<file path="src/rtl/dsm_pkg.sv">
// Shared types, defaults and helpers for the dsm2_mod second-order delta-sigma modulator.
package dsm_pkg;

    localparam int IN_W_DEF  = 10;
    localparam int ACC_W_DEF = 16;

    // Wide enough to carry any pre-saturation sum for accumulators up to 32 bits.
    localparam int SAT_W = 34;

    typedef logic signed [ACC_W_DEF-1:0] acc_t;

    // Fibonacci LFSR: taps 16,14,13,11 map to bits 15,13,12,10.
    localparam logic [15:0] LFSR_SEED = 16'hACE1;
    localparam logic [15:0] LFSR_TAPS = 16'hB400;

    typedef struct packed {
        logic signed [SAT_W-1:0] val;
        logic                    clamp;
    } sat_t;

    function automatic int fb_mag(input int in_w);
        return 1 << (in_w - 1);
    endfunction

    function automatic sat_t sat_acc(input logic signed [SAT_W-1:0] v, input int acc_w);
        logic signed [SAT_W-1:0] hi;
        logic signed [SAT_W-1:0] lo;
        sat_t                    r;
        hi = (SAT_W'(1) << (acc_w - 1)) - SAT_W'(1);
        lo = ~hi;
        if (v > hi) begin
            r.val   = hi;
            r.clamp = 1'b1;
        end else if (v < lo) begin
            r.val   = lo;
            r.clamp = 1'b1;
        end else begin
            r.val   = v;
            r.clamp = 1'b0;
        end
        return r;
    endfunction

endpackage

</file>
<file path="src/rtl/dsm2_mod_if.sv">
// Sample stream from the NCO into the modulator: strobe plus signed sample.
interface dsm2_mod_if #(
    parameter int IN_W = 10
) ();

    logic                   in_valid;
    logic signed [IN_W-1:0] in_data;

    modport master (output in_valid, output in_data);
    modport slave  (input  in_valid, input  in_data);

endinterface

</file>
<file path="src/rtl/dsm_integ.sv">
// Saturating accumulator: q_next = sat(q + add_a + add_b), registered when en is high.
module dsm_integ
    import dsm_pkg::*;
#(
    parameter int ACC_W = ACC_W_DEF
) (
    input  logic                    clk,
    input  logic                    rst_n,
    input  logic                    en,
    input  logic signed [ACC_W-1:0] add_a,
    input  logic signed [ACC_W-1:0] add_b,
    output logic signed [ACC_W-1:0] q,
    output logic signed [ACC_W-1:0] q_next,
    output logic                    clamp
);

    logic signed [ACC_W:0] sum;
    sat_t                  sat_r;
    logic                  unused_hi;

    always_comb begin
        sum    = {q[ACC_W-1], q} + {add_a[ACC_W-1], add_a} + {add_b[ACC_W-1], add_b};
        sat_r  = sat_acc({{(SAT_W-ACC_W-1){sum[ACC_W]}}, sum}, ACC_W);
        q_next = sat_r.val[ACC_W-1:0];
        clamp  = sat_r.clamp;
    end

    // Clamped value always fits ACC_W; the upper bits are pure sign extension.
    assign unused_hi = ^sat_r.val[SAT_W-1:ACC_W];

    always_ff @(posedge clk or negedge rst_n) begin
        if (!rst_n) begin
            q <= '0;
        end else if (en) begin
            q <= q_next;
        end
    end

endmodule

</file>
<file path="src/rtl/dsm2_mod.sv">
// Second-order single-bit delta-sigma modulator with saturating integrators and sticky overflow.
// Optional quantizer dither from a 16-bit LFSR when DSM2_DITHER_EN is defined.
module dsm2_mod
    import dsm_pkg::*;
#(
    parameter int IN_W   = IN_W_DEF,
    parameter int ACC_W  = ACC_W_DEF,
    parameter int FB_MAG = fb_mag(IN_W)
) (
    input  logic      clk,
    input  logic      rst_n,
    input  logic      en,
    dsm2_mod_if.slave in_if,
    input  logic      ovf_clr,
    output logic      dout,
    output logic      dout_n,
    output logic      ovf
);

    localparam logic signed [ACC_W-1:0] FB_POS = ACC_W'(FB_MAG);
    localparam logic signed [ACC_W-1:0] FB_NEG = -FB_POS;

    logic signed [IN_W-1:0]  x_reg;
    logic signed [ACC_W-1:0] x_ext;
    logic signed [ACC_W-1:0] fb_neg;
    logic signed [ACC_W-1:0] i1;
    logic signed [ACC_W-1:0] i1n;
    logic signed [ACC_W-1:0] i2;
    logic signed [ACC_W-1:0] i2n;
    logic                    clamp1;
    logic                    clamp2;
    logic                    decide;
    logic                    unused_i1;

    // Capture is independent of en so the NCO can load a sample while stepping is paused.
    always_ff @(posedge clk or negedge rst_n) begin
        if (!rst_n) begin
            x_reg <= '0;
        end else if (in_if.in_valid) begin
            x_reg <= in_if.in_data;
        end
    end

    always_comb begin
        x_ext  = {{(ACC_W-IN_W){x_reg[IN_W-1]}}, x_reg};
        fb_neg = dout ? FB_NEG : FB_POS;
    end

    dsm_integ #(.ACC_W(ACC_W)) u_i1 (
        .clk    (clk),
        .rst_n  (rst_n),
        .en     (en),
        .add_a  (x_ext),
        .add_b  (fb_neg),
        .q      (i1),
        .q_next (i1n),
        .clamp  (clamp1)
    );

    // Second stage takes the first stage's new value, so there is no extra loop delay.
    dsm_integ #(.ACC_W(ACC_W)) u_i2 (
        .clk    (clk),
        .rst_n  (rst_n),
        .en     (en),
        .add_a  (i1n),
        .add_b  (fb_neg),
        .q      (i2),
        .q_next (i2n),
        .clamp  (clamp2)
    );

    assign unused_i1 = ^i1;

`ifdef DSM2_DITHER_EN
    logic [15:0]           lfsr;
    logic signed [ACC_W:0] dsum;

    always_ff @(posedge clk or negedge rst_n) begin
        if (!rst_n) begin
            lfsr <= LFSR_SEED;
        end else if (en) begin
            lfsr <= {lfsr[14:0], ^(lfsr & LFSR_TAPS)};
        end
    end

    always_comb begin
        dsum   = {i2n[ACC_W-1], i2n} + {{(ACC_W-3){lfsr[3]}}, lfsr[3:0]};
        decide = ~dsum[ACC_W];
    end
`else
    always_comb begin
        decide = ~i2n[ACC_W-1];
    end
`endif

    always_ff @(posedge clk or negedge rst_n) begin
        if (!rst_n) begin
            dout   <= 1'b0;
            dout_n <= 1'b1;
        end else if (en) begin
            dout   <= decide;
            dout_n <= ~decide;
        end
    end

    // A clamp on the same edge as a clear keeps the flag set.
    always_ff @(posedge clk or negedge rst_n) begin
        if (!rst_n) begin
            ovf <= 1'b0;
        end else if (en && (clamp1 || clamp2)) begin
            ovf <= 1'b1;
        end else if (ovf_clr) begin
            ovf <= 1'b0;
        end
    end

endmodule

</file>
<file path="src/flat_wrapper.sv">
// flat-port wrapper written by rule: the top's interface ports become plain ports
module dsm2_mod_flat import dsm_pkg::*;
#(
    parameter int IN_W   = IN_W_DEF,
    parameter int ACC_W  = ACC_W_DEF,
    parameter int FB_MAG = fb_mag(IN_W)
)
  (clk, rst_n, en, ovf_clr, dout, dout_n, ovf, in_if_in_valid, in_if_in_data);
  dsm2_mod_if #(.IN_W(IN_W)) in_if_i ();
  input  logic clk;
  input  logic rst_n;
  input  logic en;
  input  logic ovf_clr;
  output logic dout;
  output logic dout_n;
  output logic ovf;
  input wire logic [$bits(in_if_i.in_valid)-1:0] in_if_in_valid;
  input wire logic [$bits(in_if_i.in_data)-1:0] in_if_in_data;
  assign in_if_i.in_valid = in_if_in_valid;
  assign in_if_i.in_data = in_if_in_data;
  dsm2_mod #(.IN_W(IN_W), .ACC_W(ACC_W), .FB_MAG(FB_MAG)) u_core (.clk(clk), .rst_n(rst_n), .en(en), .in_if(in_if_i), .ovf_clr(ovf_clr), .dout(dout), .dout_n(dout_n), .ovf(ovf));
endmodule
</file>
<file path="config.mk">
export PLATFORM = sky130hd
export DESIGN_NAME = dsm2_mod_flat
export DESIGN_NICKNAME = d
export VERILOG_FILES = /design/src/rtl/dsm_pkg.sv /design/src/rtl/dsm2_mod_if.sv /design/src/rtl/dsm_integ.sv /design/src/rtl/dsm2_mod.sv /design/src/flat_wrapper.sv
export SDC_FILE = /design/constraint.sdc
export NUM_CORES = 1
export LEC_CHECK = 0
export CAP_MARGIN = 20
export CORE_MARGIN = 10
export CORE_UTILIZATION = 46
export DETAILED_ROUTE_END_ITERATION = 6
export DONT_BUFFER_PORTS = 1
export PLACE_DENSITY_LB_ADDON = 0.1
export SLEW_MARGIN = 20
export SYNTH_ARGS = -nofsm -noshare
export SYNTH_HDL_FRONTEND = slang
export SYNTH_SLANG_ARGS = --single-unit
</file>
<file path="constraint.sdc">
create_clock -name clk -period 6.5 [get_ports clk]
set_input_delay 0.975 -clock clk [delete_from_list [all_inputs] [get_ports clk]]
set_output_delay 0.975 -clock clk [all_outputs]
set_load 0.02 [all_outputs]
</file>
After elaboration in Yosys (flattened, before gate mapping)
Cells that the tools add are included.
{"block": "word_totals", "reg_bits": 45, "output_inout_bits": 3, "word_cells": 25}
{"block": "op_classes", "addsub": 4, "order_cmp": 4, "mux": 7, "bitwise": 1, "reduce_logical": 3}
{"cell": "$mux W17", "count": 4}
{"cell": "$add A17 B17 Y17", "count": 2}
{"cell": "$gt A17 B16 Y1 const B", "count": 2}
{"cell": "$lt A17 B16 Y1 const B", "count": 2}
{"cell": "$add A16 B10 Y17", "count": 1}
{"cell": "$add A16 B16 Y17", "count": 1}
{"cell": "$mux W16", "count": 1}
{"cell": "$mux W1", "count": 2}
{"cell": "$reduce_bool A2 Y1", "count": 1}
{"cell": "$logic_and A1 B1 Y1", "count": 1}
{"cell": "$logic_or A1 B1 Y1", "count": 1}
{"cell": "$not A1 Y1", "count": 1}

Depth between registers and ports, before layout
Gate-level depths: netlist (run 1).
{"block": "logic_depth", "depth_word": 13, "depth_mapped": 25, "mapped_depth_nobuf": 22}

Cells and area by module
A second synthesis (run 1) with hierarchy kept.
{"block": "unflattened", "cells_unflattened": 474, "area_unflattened_um2": 4649.5}
{"mod": "dsm_integ at u_core.u_i1", "instances": 1, "cells_per_inst": 245, "area_each_um2": 2195.9}
{"mod": "dsm_integ at u_core.u_i2", "instances": 1, "cells_per_inst": 197, "area_each_um2": 1919.3}
{"mod": "dsm2_mod", "instances": 1, "cells_per_inst": 32, "area_each_um2": 534.3}

Worst setup path after synthesis (run 1)
No wires, ideal clock.
{"block": "synth_path", "path_kind": "reg-to-reg", "startpoint": "register u_core.dout", "endpoint": "register u_core.u_i2.q[12]", "setup_ns": 0.125, "t_arrival_ns": 5.951, "required_ns": 6.375, "setup_slack_ns": 0.425, "stages_incl_launch_ff": 24, "path_buffers": 1, "period_less_slack_ns": 6.075, "path_cell_list": "dfrtp_1 inv_1 fa_1 inv_1 ha_1 nand2_1 o21ai_0 a41oi_1 a31oi_1 xor2_2 inv_1 nor2_1 o21ai_0 fa_1 inv_1 ha_1 a21o_1 a21o_1 a211oi_1 a21oi_1 a311o_1 clkbuf_1 maj3_1 mux2_2"}
{"block": "synth_via", "elab_chain_len": 10}
{"element": "from (decl)", "line_no": "dsm2_mod.sv:15", "rtl": "output logic dout,"}
{"element": "from (signal assigned)", "line_no": "dsm2_mod.sv:101", "rtl": "dout <= decide;"}
{"element": "$mux W16 (*)", "line_no": "dsm2_mod.sv:46", "rtl": "fb_neg = dout ? FB_NEG : FB_POS;"}
{"element": "$add A17 B17 Y17 (*)", "line_no": "dsm_integ.sv:22", "rtl": "sum = {q[ACC_W-1], q} + {add_a[ACC_W-1], add_a} + {add_b[ACC_W-1], add_b};"}
{"element": "$lt A17 B16 Y1", "line_no": "dsm_pkg.sv:34", "rtl": "end else if (v < lo) begin"}
{"element": "$mux W17", "line_no": "dsm_pkg.sv:34"}
{"element": "$mux W17 (*)", "line_no": "dsm_pkg.sv:31", "rtl": "if (v > hi) begin"}
{"element": "via u_core.i1n[15]", "line_no": "dsm2_mod.sv:27", "rtl": "logic signed [ACC_W-1:0] i1n;"}
{"element": "$add A16 B16 Y17 (*)", "line_no": "dsm_integ.sv:22"}
{"element": "$add A17 B17 Y17 (*)", "line_no": "dsm_integ.sv:22"}
{"element": "$lt A17 B16 Y1", "line_no": "dsm_pkg.sv:34"}
{"element": "$mux W17", "line_no": "dsm_pkg.sv:34"}
{"element": "$mux W17 (*)", "line_no": "dsm_pkg.sv:31"}
{"element": "to (signal assigned)", "line_no": "dsm_integ.sv:35", "rtl": "q <= q_next;"}
{"element": "to (decl)", "line_no": "dsm_integ.sv:12", "rtl": "output logic signed [ACC_W-1:0] q,"}
Mark *: on every way through the listed nets, which the timed path passes. The rest lies on a longest branch.
A chain may end at the register's enable or synchronous reset.

Final worst setup path (run 1)
Ends and elaborated chain as after synthesis.

==> flow_metrics.py, run 1 <==
metrics = {
    "sta": {
        "drv_slew": 0,
        "tightest_slew_ns": 0.683,
        "finalHoldViolCount": 0,
        "setup_viol": 0,
        "period_share_pct": 93.9,
        "slew_headroom_pct": 54.4,
        "fmax_mhz": 164,
        "fin_crit_ns": 6.10,
        "tns_ns": 0,
        "fin_skew_ns": 0.00659,
        "fin_ws_ns": 0.399,
        "rsz0062_at_grt": "no",
    },
    "synthesis": {
        "yosys.area_share.adder_pct": 23.3,
        "synth-seq-cells": 45,
        "synth_xor_area_share_pct": 4.95,
        "synth.distinct_cells": 58,
        "syn_inst": 439,
        "synth_edf_count": 0,
        "syn-num-nets": 518,
        "yosys_warnings": 0,
        "synth_area_per_cell_um2": 9.15,
        "synthMuxAreaShare_pct": 3.89,
        "synth-async-reset-ratio_pct": 100,
        "synthFlopType": "dfrtp_1",
        "synthSimpleGateAreaFrac_pct": 8.69,
        "seq_area_frac_synth_pct": 28.1,
        "netlist_area_mm2": 0.00402,
        "synth_top_family_by_area": "compound AO/OA/AOI/OAI gates",
        "synth-compound-area-share_pct": 24.3,
    },
    "routing": {
        "num_vias": 3150,
        "ant_nets": 0,
        "detail_route.wl_per_cell_um": 17.1,
        "routed_wl_um": 9320,
        "drc_errors": 0,
        "first_pass_iters": 4,
        "drtIter0Drc": 110,
        "via_per_inst": 5.78,
    },
    "floorplan": {
        "ios": 18,
        "core_area_mm2": 0.00859,
        "std_cell_rows": 34,
        "die_h_um": 113,
        "fp.dieW_um": 113,
        "start_util_pct": 46.8,
        "fp.dieArea_mm2": 0.0129,
    },
    "worst_setup_path": {
        "start_kind": "flip-flop",
        "end_kind": "flip-flop",
        "crit_type": "flip-flop to flip-flop",
        "worstPathMaxFanout": 14,
        "crit_arrival_ns": 6.29,
        "critPathRequiredTime_ns": 6.69,
    },
    "finish": {
        "final_area_mm2": 0.00425,
        "antenna_cells": 0,
        "final_nets": 515,
        "nFillCells": 826,
        "drive_gt1_share_pct": 9.61,
        "final_util_pct": 49.5,
        "area_growth_pct": 5.85,
    },
    "place": {
        "placed_cell_area_mm2": 0.00414,
        "port_buffers": 0,
        "pre_cts_ws_ns": 0.382,
        "gp_congestion": 0.882,
        "dp_hpwl_um": 7200,
    },
    "clock_network": {
        "cts.clk_slew.worst_paths_ns": 0.10,
        "ctsHoldBuffers": 0,
        "cts_tree": "built",
        "cts_buffers": 5,
        "clock_path_buffers": 2,
        "clk_latency_ns": 0.30,
        "post_cts_buffers": 0,
        "clock_sinks": 45,
        "cts_max_level": 2,
        "root_buffer": "clkbuf_8",
    },
    "job": {
        "maxCapViolations": 0,
    },
    "outcome": {
        "status": "finished, final reports clean",
    },
    "global_route": {
        "antenna_found_initial": 0,
        "grt-ovfl-total": 0,
        "grt_max_degree": 46,
        "grt_usage_pct": 15.0,
        "grt_pass1_wl_um": 16200,
        "grt_pass1_vias": 3214,
    },
    "worst_hold_path": {
        "hp-class": "input port to asynchronous set/reset pin",
    },
}
[through the flow]
step / hold WS [ns] / cells
finish: 0.353 / 545
global route: 0.336 / 545
detailed placement: 0.506 / 537
CTS: 0.345 / 545
global placement: 0.498 / 537
floorplan: 0.481 / 439
[synth_stat cells, types with 2 or more instances]
master     count  area (um^2)
a211oi_1       7         52.6
a21o_1        12         90.1
a21oi_1       46          230
a22oi_1        2         15.0
a31o_2         2         17.5
a31oi_1        5         31.3
a41oi_1        2         17.5
and2_1         2         12.5
and3_1         5         31.3
buf_2          5         25.0
clkbuf_1      12         45.0
dfrtp_1       44         1100
fa_1          14          280
ha_1          50          626
inv_1         54          203
maj3_2         2         22.5
mux2_2        13          146
nand2_1       17         63.8
nand3_1        7         35.0
nand4_1        2         12.5
nor2_1        22         82.6
nor2b_1        2         12.5
nor3_1         5         25.0
o2111ai_1      3         26.3
o211ai_1       3         22.5
o21a_1         5         37.5
o21ai_0       17         85.1
o21ai_1        2         10.0
o21bai_1       2         15.0
o22ai_1       27          169
or3_1          2         12.5
or4_1          3         22.5
xnor2_1        8         70.1
xor2_1        11         96.3
[per-layer routing]
metal	vias to the layer above	track usage [%]	routed length [um]
met2	49	24.7	4350
met4	0	4.57	177
met1	1504	19.9	4530
li1	1583	-	-
met3	14	2.10	262
met5	-	0	0
[what timing repair did]
action,in CTS,in global routing
gates resized for setup,0,1
endpoints found under the setup margin,0,1
endpoints found under the hold margin,0,0
[placed cells by master, fill, tap and decap left out, drive strengths merged, types with 3 or more instances in the layout]
cell type	instances
buf	7
a21o	12
nand2	17
dfrtp	44
a31oi	5
and3	5
a21oi	47
clkbuf	6
o22ai	27
nor2	22
maj3	3
o21ai	19
o211ai	3
mux2	13
inv	54
o2111ai	3
or4	3
nor3	5
a211oi	7
fa	14
xor2	12
o21a	5
xnor2	9
nand3	7
ha	50
[worst max-delay path: stages (launching register included)]
cell and delay, ns:
dfrtp_1 0.62, inv_1 0.15, fa_1 0.60, inv_1 0.05, ha_1 0.41, nand2_1 0.07, o21ai_0 0.22, a41oi_1 0.08
a31oi_1 0.26, xor2_2 0.17, inv_1 0.14, nor2_1 0.18, o21ai_0 0.15, fa_1 0.50, inv_1 0.04, ha_1 0.36
a21o_1 0.25, a21o_1 0.22, a211oi_1 0.27, a21oi_1 0.08, a311o_1 0.37, buf_4 0.21, maj3_1 0.33, mux2_2 0.26
[final cells by class]
type	instances	area [um^2]	area share [%]
Timing Repair Buffer	7	52.6	1.24
Clock inverter	2	38.8	0.912
Sequential cell	45	1130	26.5
Clock buffer	6	72.6	1.71
Tap cell	108	135	3.18
Inverter	54	203	4.76
Multi-Input combinational cell	323	2630	61.7
[logic make-up (layout without fill, tap and decap cells)]
group | after synthesis | after routing
simple gates | 72 | 72
flops | 45 | 45
mux | 14 | 14
buf+inv | 71 | 69
xor+xnor | 21 | 21
compound gates | 149 | 149
fa+ha+maj | 67 | 67
[worst paths after layout]
kind,startpoint,end,slack [ns],cells after the start
setup / recovery,u_core.dout$_DFFE_PN0P_,u_core.u_i2.q[12]$_DFFE_PN0P_,0.40,23
setup reg to reg,u_core.dout$_DFFE_PN0P_,u_core.u_i2.q[12]$_DFFE_PN0P_,0.40,23
hold reg to reg,u_core.x_reg[4]$_DFFE_PN0P_,u_core.x_reg[4]$_DFFE_PN0P_,0.52,1
min in group clk,u_core.x_reg[4]$_DFFE_PN0P_,u_core.x_reg[4]$_DFFE_PN0P_,0.52,1
max in group asynchronous,rst_n,u_core.dout_n$_DFFE_PN1P_,5.96,0
hold / removal,rst_n,u_core.x_reg[9]$_DFFE_PN0P_,0.35,0
Power of run 1 is not shown: default switching activity piles up to over one toggle a cycle in this logic, so the estimate is an artifact.
==> run 2, diff against run 1 <==
--- a/config.mk
+++ b/config.mk
@@ -6,6 +6,7 @@
 export NUM_CORES = 1
 export LEC_CHECK = 0
 export CAP_MARGIN = 20
+export CORE_ASPECT_RATIO = 1.2
 export CORE_MARGIN = 10
 export CORE_UTILIZATION = 46
 export DETAILED_ROUTE_END_ITERATION = 6
==> constraint.sdc (replaced) <==
create_clock -name clk -period 5.9 [get_ports clk]
set_input_delay 0.885 -clock clk [delete_from_list [all_inputs] [get_ports clk]]
set_output_delay 0.885 -clock clk [all_outputs]
set_load 0.02 [all_outputs]
==> flow_metrics.py, run 2 (synthesis gave the netlist of run 1 again) <==
metrics = {
    "outcome": {
        "status": "finished, final reports clean",
    },
    "clock_network": {
        "root_buffer": "clkbuf_8",
        "cts_buffers": 5,
        "clk_latency_ns": 0.32,
        "ctsHoldBuffers": 0,
        "clock_sinks": 45,
        "cts_max_level": 2,
        "cts_tree": "built",
        "clock_path_buffers": 2,
        "cts.clk_slew.worst_paths_ns": 0.10,
    },
    "finish": {
        "fin_cells": 567,
        "final_nets": 528,
        "nFillCells": 814,
        "final_cell_mix": "54 x inv_1, 47 x ha_1, 43 x a21oi_1, 43 x dfrtp_1, 27 x o22ai_1",
        "seqCellArea_mm2": 0.00113,
        "area_growth_pct": 10.7,
        "antenna_cells": 0,
        "drive_gt1_share_pct": 14.9,
        "final_common_cell": "inv_1",
        "multi_input_comb_area_mm2": 0.00271,
    },
    "global_route": {
        "grt_pass1_wl_um": 15400,
        "antenna_found_initial": 0,
        "grt-ovfl-total": 0,
        "grt_max_degree": 46,
        "grt_pass1_vias": 3220,
        "grt_usage_pct": 14.4,
    },
    "routing": {
        "num_vias": 3193,
        "drc_errors": 0,
        "drtIter0Drc": 108,
        "routed_wl_um": 9340,
        "ant_nets": 0,
        "via_per_inst": 5.63,
        "detail_route.wl_per_cell_um": 16.5,
        "first_pass_iters": 4,
    },
    "worst_setup_path": {
        "end_kind": "flip-flop",
        "path_delay_family": "compound AO/OA/AOI/OAI gates",
        "path_buf_inv": 2,
        "worstPathMaxFanout": 10,
        "rr_startpoint": "u_core.x_reg[1]$_DFFE_PN0P_",
        "crit_start": "u_core.x_reg[1]$_DFFE_PN0P_",
        "crit_top_cell": "ha_1",
        "r2r-end": "u_core.u_i2.q[12]$_DFFE_PN0P_",
        "critPathRequiredTime_ns": 6.10,
        "crit_type": "flip-flop to flip-flop",
        "start_kind": "flip-flop",
        "critical_path.max_stage_delay_ns": 0.43,
        "cp_cell_sequence": "ha_1 -> ha_1 -> fa_2 -> a211o_1 -> a21oi_4 -> o221ai_4 -> a311oi_4 -> buf_4 -> xnor2_4 -> nor2_1 -> buf_4 -> nor2_1 -> ha_1 -> ha_1 -> a211oi_1 -> o31ai_2 -> o2111ai_1 -> a31o_2 -> and2_1 -> maj3_1 -> mux2_2",
        "crit_arrival_ns": 5.89,
        "critPathSlowestCell": "o31ai_2",
        "regToRegSetupSlack_ns": 0.21,
        "reg2regPathDepth": 21,
    },
    "sta": {
        "slew_headroom_pct": 56.1,
        "fmax_mhz": 176,
        "fin_skew_ns": 0.0130,
        "holdWs_ns": 0.252,
        "drv_slew": 0,
        "fin_crit_ns": 5.69,
        "tightest_slew_ns": 0.654,
        "period_share_pct": 96.4,
        "finalHoldViolCount": 0,
        "setup_viol": 0,
    },
    "floorplan": {
        "start_util_pct": 46.9,
        "ios": 18,
        "die_h_um": 122,
        "core_area_mm2": 0.00856,
        "fp.dieArea_mm2": 0.0129,
        "std_cell_rows": 37,
        "fp.dieW_um": 105,
    },
    "place": {
        "port_buffers": 0,
        "dp_hpwl_um": 7100,
        "gp_congestion": 0.844,
        "placed_cells": 551,
    },
    "job": {
        "maxCapViolations": 0,
    },
    "worst_hold_path": {
        "hp-class": "input port to asynchronous set/reset pin",
    },
}
run 2: how the worst max path moves through the flow:
stage / cells after the start / slack [ns] / end
CTS: 20 / 0.07 / u_core.ovf$_DFFE_PN0P_
finish: 21 / 0.21 / u_core.u_i2.q[12]$_DFFE_PN0P_
global route: 21 / -0.02 / u_core.u_i2.q[12]$_DFFE_PN0P_
floorplan: 23 / 0.08 / u_core.u_i2.q[12]$_DFFE_PN0P_
global placement: 21 / 0.19 / u_core.u_i2.q[12]$_DFFE_PN0P_
detailed placement: 20 / 0.11 / u_core.ovf$_DFFE_PN0P_
run 2: layout make-up:
class                           instances  share of cell area, %
Multi-Input combinational cell        323                   60.8
Sequential cell                        45                   25.4
Inverter                               54                   4.55
Timing Repair Buffer                   20                   3.46
Tap cell                              117                   3.29
Clock buffer                            6                   1.63
Clock inverter                          2                  0.872
run 2: stage by stage:
stage          utilization, %  setup TNS, ns  worst slack [ns]  area (um^2)
3_3_place_gp             48.8              0             0.186         4180
3_5_place_dp             48.9              0             0.113         4190
2_1_floorplan               -              0            0.0769         4020
4_1_cts                  50.2              0            0.0684         4300
6_report                 52.0              0             0.210         4450
5_1_grt                  52.0        -0.0164           -0.0161         4450
run 2: layer usage:
metal | global-route usage, % | up-vias | part of all wire, %
met1 | 17.8 | 1532 | 47
li1 | - | 1608 | -
met3 | 2.05 | 13 | 2.4
met4 | 4.98 | 0 | 1.9
met5 | 0 | - | 0
met2 | 25.3 | 40 | 48
run 2: what timing repair did:
action / CTS / global route
resized for setup: 0 / 19
endpoints found under the hold margin: 0 / 0
buffers inserted: 0 / 8
setup endpoints to repair: 0 / 16
Power of run 2 is left out for the same reason.
==> run 3, diff against run 2 <==
==> constraint.sdc (replaced) <==
create_clock -name clk -period 5.9 [get_ports clk]
set_input_delay 0.295 -clock clk [delete_from_list [all_inputs] [get_ports clk]]
set_output_delay 0.295 -clock clk [all_outputs]
set_load 0.02 [all_outputs]
==> flow_metrics.py, run 3 (synthesis gave the netlist of run 1 again) <==
metrics = {
    "outcome": {
        "status": "finished, final reports clean",
    },
    "sta": {
        "slew_headroom_pct": 56.5,
        "tightest_slew_ns": 0.649,
        "setup_viol": 0,
        "period_share_pct": 96.5,
        "fin_skew_ns": 0.0131,
        "drv_slew": 0,
        "fmax_mhz": 176,
        "fin_crit_ns": 5.69,
        "finalHoldViolCount": 0,
    },
    "worst_setup_path": {
        "crit_top_cell": "ha_1",
        "end_kind": "flip-flop",
        "crit_type": "flip-flop to flip-flop",
        "worstPathMaxFanout": 10,
        "critPathSlowestCell": "o31ai_2",
        "cp_cell_sequence": "ha_1 -> ha_1 -> fa_2 -> a211o_1 -> a21oi_4 -> o221ai_4 -> a311oi_4 -> buf_4 -> xnor2_4 -> nor2_1 -> buf_4 -> nor2_1 -> ha_1 -> ha_1 -> a211oi_1 -> o31ai_2 -> o2111ai_1 -> a31o_2 -> and2_1 -> maj3_1 -> mux2_2",
        "start_kind": "flip-flop",
        "crit_arrival_ns": 5.89,
        "regToRegSetupSlack_ns": 0.21,
        "critical_path.max_stage_delay_ns": 0.43,
        "critPathRequiredTime_ns": 6.10,
    },
    "routing": {
        "detail_route.wl_per_cell_um": 16.4,
        "num_vias": 3187,
        "drc_errors": 0,
        "via_per_inst": 5.60,
        "drtIter0Drc": 110,
        "ant_nets": 0,
        "first_pass_iters": 4,
        "routed_wl_um": 9330,
    },
    "clock_network": {
        "cts_tree": "built",
        "clock_path_buffers": 2,
        "clock_sinks": 45,
        "clk_latency_ns": 0.32,
        "cts_buffers": 5,
        "cts.clk_slew.worst_paths_ns": 0.10,
        "root_buffer": "clkbuf_8",
        "cts_max_level": 2,
    },
    "floorplan": {
        "fp.dieW_um": 105,
        "start_util_pct": 46.9,
        "die_h_um": 122,
        "fp.dieArea_mm2": 0.0129,
        "std_cell_rows": 37,
        "core_area_mm2": 0.00856,
        "ios": 18,
    },
    "global_route": {
        "antenna_found_initial": 0,
        "grt_max_degree": 46,
        "grt_usage_pct": 14.4,
        "grt-ovfl-total": 0,
        "grt_pass1_vias": 3220,
        "grt_pass1_wl_um": 15400,
    },
    "place": {
        "gp_congestion": 0.844,
        "port_buffers": 0,
        "dp_hpwl_um": 7100,
    },
    "finish": {
        "antenna_cells": 0,
        "area_growth_pct": 11.7,
        "nFillCells": 809,
        "final_nets": 530,
        "final_common_cell": "inv_1",
        "final_util_pct": 52.4,
        "final_cell_mix": "54 x inv_1, 47 x ha_1, 43 x a21oi_1, 43 x dfrtp_1, 27 x o22ai_1",
        "drive_gt1_share_pct": 15.0,
    },
    "job": {
        "maxCapViolations": 0,
    },
    "worst_hold_path": {
        "hp-class": "input port to flip-flop",
    },
}
[run 3: cell count changes in the layout (fill, tap and decap cells not counted), sizes merged]
| cell | change |
|---|---|
| buf | +1 |
| dlygate4sd3 | +1 |
[run 3: area by class of cell]
| cell class | count | area (um^2) | area share [%] |
|---|---|---|---|
| Clock buffer | 6 | 72.6 | 1.62 |
| Clock inverter | 2 | 38.8 | 0.864 |
| Inverter | 54 | 203 | 4.52 |
| Multi-Input combinational cell | 323 | 2710 | 60.3 |
| Sequential cell | 45 | 1130 | 25.1 |
| Tap cell | 117 | 146 | 3.26 |
| Timing Repair Buffer | 22 | 191 | 4.27 |
[run 3: path summary, 6_finish.rpt]
path	startpoint	depth (start not counted)	to
min reg2reg	u_core.u_i2.q[15]$_DFFE_PN0P_	1	u_core.u_i2.q[15]$_DFFE_PN0P_
max	u_core.x_reg[1]$_DFFE_PN0P_	21	u_core.u_i2.q[12]$_DFFE_PN0P_
min	en	1	u_core.u_i2.q[9]$_DFFE_PN0P_
min in group asynchronous	rst_n	2	u_core.u_i1.q[7]$_DFFE_PN0P_
max in group asynchronous	rst_n	2	u_core.dout_n$_DFFE_PN1P_
max reg2reg	u_core.x_reg[1]$_DFFE_PN0P_	21	u_core.u_i2.q[12]$_DFFE_PN0P_
[run 3: worst max-delay path: cells and delay by family, from the launching register on]
kind / cells / cell delay, ns
AO/OA/AOI/OAI: 8 / 2.06
XOR/XNOR: 1 / 0.17
adder cells (fa/ha/maj): 6 / 1.88
buffers and inverters: 2 / 0.37
flip-flops: 1 / 0.40
multiplexers: 1 / 0.27
AND/OR/NAND/NOR: 3 / 0.44
[run 3: per-layer routing]
metal  routed length [um]  track usage, %  up-vias
li1                     -               -     1611
met1                 4450            17.9     1520
met2                 4510            25.2       43
met3                  194            1.99       13
met4                  175            4.98        0
met5                    0               0        -
[run 3: repair_timing]
item	in CTS	in global routing
resized for setup	0	19
hold buffers	2	0
setup buffers	0	8
endpoints found under the hold margin	45	0
setup endpoints to repair	0	16
[run 3: per-stage QoR]
| stage | TNS [ns] | setup WS [ns] | std cells | hold WS (ns) | instance area, um^2 |
|---|---|---|---|---|---|
| floorplan | 0 | 0.0769 | 439 | -0.000591 | 4020 |
| global placement | 0 | 0.186 | 550 | 0.000828 | 4180 |
| detailed placement | 0 | 0.113 | 551 | 0.000953 | 4190 |
| CTS | 0 | 0.0684 | 561 | 0.0600 | 4340 |
| global route | -0.0151 | -0.0151 | 569 | 0.0659 | 4490 |
| finish | 0 | 0.209 | 569 | 0.0770 | 4490 |
Power of run 3 is left out for the same reason.
